### src/rtl/rx_frame_admit.sv
// Admission gate between a MAC RX byte stream and a packet FIFO: drops, truncates or passes frames.
// Optional statistics counters are built when RX_ADMIT_STATS_EN is defined.
module rx_frame_admit #(
    parameter int MAX_LEN = 1518,
    parameter int CNT_W   = 16
) (
    input  logic             clk,
    input  logic             rst,
    input  logic [7:0]       rx_data,
    input  logic             rx_valid,
    input  logic             rx_sof,
    input  logic             rx_last,
    output logic [7:0]       di,
    output logic             we,
    output logic             EOD_in,
    input  logic             full_flag,
    input  logic             afull_flag,
    output logic             busy,
    output logic             drop_pulse,
    output logic             trunc_pulse
`ifdef RX_ADMIT_STATS_EN
    ,
    output logic [CNT_W-1:0] frames_ok,
    output logic [CNT_W-1:0] frames_drop,
    output logic [CNT_W-1:0] frames_trunc
`endif
);

    typedef enum logic [2:0] {
        IDLE,
        PASS,
        DROP,
        TERM,
        DISCARD
    } state_t;

    localparam logic [10:0] MAX_L = 11'(MAX_LEN);

    state_t      state_q, state_d;
    logic [10:0] len_q, len_d;
    logic        last_seen_q, last_seen_d;
    logic        drop_pulse_q, drop_pulse_d;
    logic        trunc_pulse_q, trunc_pulse_d;
    logic        ok_d;
    logic        we_raw;
    logic [10:0] len_inc;
    logic        at_max;

    assign len_inc = (len_q == 11'h7ff) ? len_q : len_q + 11'd1;
    assign at_max  = (len_inc >= MAX_L);

    always_comb begin
        state_d       = state_q;
        len_d         = len_q;
        last_seen_d   = last_seen_q;
        drop_pulse_d  = 1'b0;
        trunc_pulse_d = 1'b0;
        ok_d          = 1'b0;
        di            = rx_data;
        we_raw        = 1'b0;
        EOD_in        = 1'b0;
        unique case (state_q)
            IDLE: begin
                if (rx_valid && rx_sof) begin
                    // full is checked too so a write never lands on a full FIFO
                    if (afull_flag || full_flag) begin
                        drop_pulse_d = 1'b1;
                        state_d      = rx_last ? IDLE : DROP;
                    end else begin
                        we_raw  = 1'b1;
                        EOD_in  = rx_last;
                        len_d   = 11'd1;
                        state_d = rx_last ? IDLE : PASS;
                    end
                end
            end
            PASS: begin
                if (rx_valid) begin
                    if (full_flag) begin
                        trunc_pulse_d = 1'b1;
                        last_seen_d   = rx_last;
                        state_d       = TERM;
                    end else begin
                        we_raw = 1'b1;
                        len_d  = len_inc;
                        EOD_in = rx_last || at_max;
                        if (rx_last) begin
                            ok_d    = 1'b1;
                            state_d = IDLE;
                        end else if (at_max) begin
                            trunc_pulse_d = 1'b1;
                            state_d       = DISCARD;
                        end
                    end
                end
            end
            TERM: begin
                if (!full_flag) begin
                    // a last byte arriving with the terminator still ends the frame
                    we_raw      = 1'b1;
                    di          = 8'h00;
                    EOD_in      = 1'b1;
                    last_seen_d = 1'b0;
                    state_d     = (last_seen_q || (rx_valid && rx_last))
                                  ? IDLE : DISCARD;
                end else if (rx_valid && rx_last) begin
                    last_seen_d = 1'b1;
                end
            end
            DROP, DISCARD: begin
                if (rx_valid && rx_last) begin
                    state_d = IDLE;
                end
            end
            default: state_d = IDLE;
        endcase
        we = we_raw && !rst;
    end

    always_ff @(posedge clk) begin
        if (rst) begin
            state_q       <= IDLE;
            len_q         <= 11'd0;
            last_seen_q   <= 1'b0;
            drop_pulse_q  <= 1'b0;
            trunc_pulse_q <= 1'b0;
        end else begin
            state_q       <= state_d;
            len_q         <= len_d;
            last_seen_q   <= last_seen_d;
            drop_pulse_q  <= drop_pulse_d;
            trunc_pulse_q <= trunc_pulse_d;
        end
    end

    assign busy        = (state_q != IDLE);
    assign drop_pulse  = drop_pulse_q;
    assign trunc_pulse = trunc_pulse_q;

`ifdef RX_ADMIT_STATS_EN
    logic [CNT_W-1:0] ok_cnt_q, ok_cnt_d;
    logic [CNT_W-1:0] drop_cnt_q, drop_cnt_d;
    logic [CNT_W-1:0] trunc_cnt_q, trunc_cnt_d;

    always_comb begin
        ok_cnt_d    = ok_cnt_q + {{(CNT_W-1){1'b0}}, ok_d};
        drop_cnt_d  = drop_cnt_q + {{(CNT_W-1){1'b0}}, drop_pulse_d};
        trunc_cnt_d = trunc_cnt_q + {{(CNT_W-1){1'b0}}, trunc_pulse_d};
    end

    always_ff @(posedge clk) begin
        if (rst) begin
            ok_cnt_q    <= '0;
            drop_cnt_q  <= '0;
            trunc_cnt_q <= '0;
        end else begin
            ok_cnt_q    <= ok_cnt_d;
            drop_cnt_q  <= drop_cnt_d;
            trunc_cnt_q <= trunc_cnt_d;
        end
    end

    assign frames_ok    = ok_cnt_q;
    assign frames_drop  = drop_cnt_q;
    assign frames_trunc = trunc_cnt_q;
`endif

endmodule

### config.mk
export PLATFORM = sky130hd
export DESIGN_NAME = rx_frame_admit
export DESIGN_NICKNAME = d
export VERILOG_FILES = /design/src/rtl/rx_frame_admit.sv
export SDC_FILE = /design/constraint.sdc
export NUM_CORES = 1
export LEC_CHECK = 0
export CAP_MARGIN = 20
export CORE_ASPECT_RATIO = 0.7
export CORE_MARGIN = 2
export CORE_UTILIZATION = 35
export DETAILED_ROUTE_END_ITERATION = 12
export HOLD_SLACK_MARGIN = 0.1
export PLACE_DENSITY = 0.62
export SLEW_MARGIN = 20
export SYNTH_ARGS = -nofsm -noshare
export SYNTH_HDL_FRONTEND = slang
export SYNTH_SLANG_ARGS = --single-unit
export TNS_END_PERCENT = 10
### constraint.sdc
create_clock -name clk -period 3.55 [get_ports clk]
set_clock_uncertainty 0.2 [all_clocks]
set_input_delay 1.065 -clock clk [delete_from_list [all_inputs] [get_ports clk]]
set_output_delay 1.065 -clock clk [all_outputs]
set_load 0.02 [all_outputs]
==> impl_metrics.py <==
metrics = {
    "run_status": {
        "outcome": "finished clean",
    },
    "timing": {
        "rsz0062_at_grt": "true",
        "timing.fmax_mhz": 282.1,
        "finalSetupViolCount": 0,
        "slew_viol_final": 0,
        "tightestPinTransition_ns": 0.4964,
        "fin_crit_sh": 0.9986,
        "fin_crit_ns": 3.545,
        "hold_slack_ns": 0.3635,
        "max_slew_margin": 0.6680,
        "hold_viol": 0,
    },
    "global_route": {
        "grt_use_total": 0.2048,
        "grt_pass1_wl_mm": 6.672,
        "grt_pass1_vias": 1395,
        "grt_antenna_before_repair": 0,
        "grt_max_degree": 19,
        "grt-ovfl-total": 0,
    },
    "yosys": {
        "syn_nets": 193,
        "syn_inst": 177,
        "synth.yosys.warnings": 0,
        "synth_top_area_frac": 0.2641,
        "synth_top_area_cell": "dfxtp_1",
        "synth_area_mm2": 0.001289,
        "synth.area.top_cells": "dfxtp_1 26%, a21oi_1 7.4%, nor2_1 5.5%",
        "synth-edff-count": 0,
        "yosysUniqueCellTypes": 50,
        "synth-seq-area-share": 0.2641,
        "synth_area_per_cell_um2": 7.281,
        "ys_async_sr_fraction": 0,
        "ys.flop_type": "dfxtp_1",
        "synth_seq_cells": 17,
    },
    "placed_design": {
        "port_buffers": 27,
        "dp_hpwl_mm": 3.239,
        "gp_congestion": 0.9231,
    },
    "route": {
        "firstDrtPassIters": 5,
        "via_per_inst": 5.687,
        "wire_per_inst_um": 14.98,
        "postRouteAntennaNets": 0,
        "drc_errors": 0,
        "num_vias": 1672,
        "wl_mm": 4.403,
        "drt_iter0_markers": 141,
    },
    "critical_path": {
        "end_kind": "output port",
        "start_kind": "input port",
        "endpoint": "EOD_in",
        "crit_start": "rx_valid",
        "crit_type": "in -> out",
        "worstPathRequired_ns": 2.28,
        "cp.arrival_ns": 2.28,
        "r2r_slack_ns": 1.00,
        "reg2reg_depth": 9,
        "reg2reg_from": "len_q[4]$_SDFFE_PP0P_",
        "crit_path_max_fanout": 3,
        "timing.rr.end": "trunc_pulse$_SDFF_PP0_",
    },
    "pwr": {
        "ir_drop_uv": 165.2,
        "p_leak_nw": 0.8029,
        "power_density_mw_per_mm2": 210.1,
    },
    "job": {
        "cap_violations": 0,
    },
    "cells_and_area": {
        "layout_commonest_cell": "buf_4",
        "nFillCells": 332,
        "insertedDiodeCount": 0,
        "final_cell_mix": "48 x buf_4, 19 x nor2_1, 19 x a21oi_1, 15 x dfxtp_1, 14 x nand2_1",
        "multi_input_area_um2": 908.4,
        "drive_gt1_frac": 0.3279,
        "regArea_um2": 342.8,
        "finish.utilization": 0.5686,
        "fin_nets": 261,
        "synthToLayoutAreaGrowth_pct": 56.02,
    },
    "min_path": {
        "hold_path_class": "reg -> reg",
    },
    "clocking": {
        "cts_tree": "built",
        "postCtsHoldBufs": 0,
        "cts_sinks": 17,
        "clkTransAtPathRegs_ns": 0.06,
        "h-tree-depth": 1,
        "clk_latency_ns": 0.25,
        "cts_buffers": 3,
        "cts_root_buffer": "clkbuf_8",
        "cts_buffer_depth": 2,
    },
    "die": {
        "rows": 18,
        "die_w_um": 76.53,
        "core-area_mm2": 0.003536,
        "io_pins": 28,
        "dieArea_mm2": 0.004191,
        "fp.dieH_um": 54.77,
        "start_util": 0.3645,
    },
}
[critical path, cell delays in order]
cell and delay [ns]:
clkdlybuf4s15_1 0.18, or3b_4 0.41, nor2_4 0.14, o21a_1 0.17, a221o_1 0.19, buf_6 0.12
[repair_timing]
action	in CTS	in global routing
endpoints found under the setup margin	10	9
setup buffers	2	3
gates resized for setup	49	6
pin swaps	4	3
[metal layers]
layer,GRT usage,vias to the layer above,share of wire
li1,-,791,-
met3,0.03795,10,0.066
met5,0,-,0
met4,0.06061,0,0.015
met1,0.2829,791,0.46
met2,0.3319,80,0.46
[logic make-up after synthesis]
logic type / synth area share
simple gates: 0.3165
compound gates: 0.3068
buf+inv: 0.07280
flops: 0.2641
xor+xnor: 0.01359
mux: 0.01650
fa+ha+maj: 0.009707
[worst min path at each step]
stage | from | endpoint | cells after the start
2_1_floorplan | len_q[10]$_SDFFE_PP0P_ | len_q[10]$_SDFFE_PP0P_ | 2
3_3_place_gp | last_seen_q$_SDFFE_PP0P_ | last_seen_q$_SDFFE_PP0P_ | 2
3_5_place_dp | last_seen_q$_SDFFE_PP0P_ | last_seen_q$_SDFFE_PP0P_ | 2
5_1_grt | len_q[5]$_SDFFE_PP0P_ | len_q[5]$_SDFFE_PP0P_ | 1
6_report | last_seen_q$_SDFFE_PP0P_ | last_seen_q$_SDFFE_PP0P_ | 2
4_1_cts | last_seen_q$_SDFFE_PP0P_ | last_seen_q$_SDFFE_PP0P_ | 2
[synthesized netlist by cell type (all sizes together), types with 3 or more instances]
library cell / number
and3: 4
nand3: 3
a31oi: 7
nor2b: 9
clkbuf: 4
a21oi: 19
nor2: 21
o21ai: 15
nor4: 8
inv: 5
nand4: 3
nor3: 6
dfxtp: 17
a22oi: 3
buf: 8
nand2: 14
[report_power, final]
part           internal (mW)  switching, mW
logic                 0.0432         0.0416
registers              0.193        0.00245
clock network         0.0796         0.0632
total                  0.315          0.107
[final cells by class]
cell class,instances,area share
clock buffers,4,0.02240
multi-input cells,143,0.4518
flip-flops and latches,17,0.1705
repair buffers,75,0.3149
well taps,50,0.03111
inverters,5,0.009334
[flip-flops by register name, indices dropped and copies added (netlist names)]
name         count
last_seen_q      1
state_q          3
len_q           11
drop_pulse       1
trunc_pulse      1
[metrics by stage]
step	total power, mW	setup TNS, ns	std cells	area (µm²)	worst slack, ns
5_1_grt	0.4480	-0.06275	294	2011	-0.06275
4_1_cts	0.4287	0	291	1978	0.02787
3_3_place_gp	0.2805	-6.338	285	1869	-0.6719
3_5_place_dp	0.2823	-6.382	285	1869	-0.7508
6_report	0.4225	0	294	2011	0.005072
2_1_floorplan	0.2352	0	177	1289	0.07270
No activity file was read; power rests on OpenSTA's default activity.
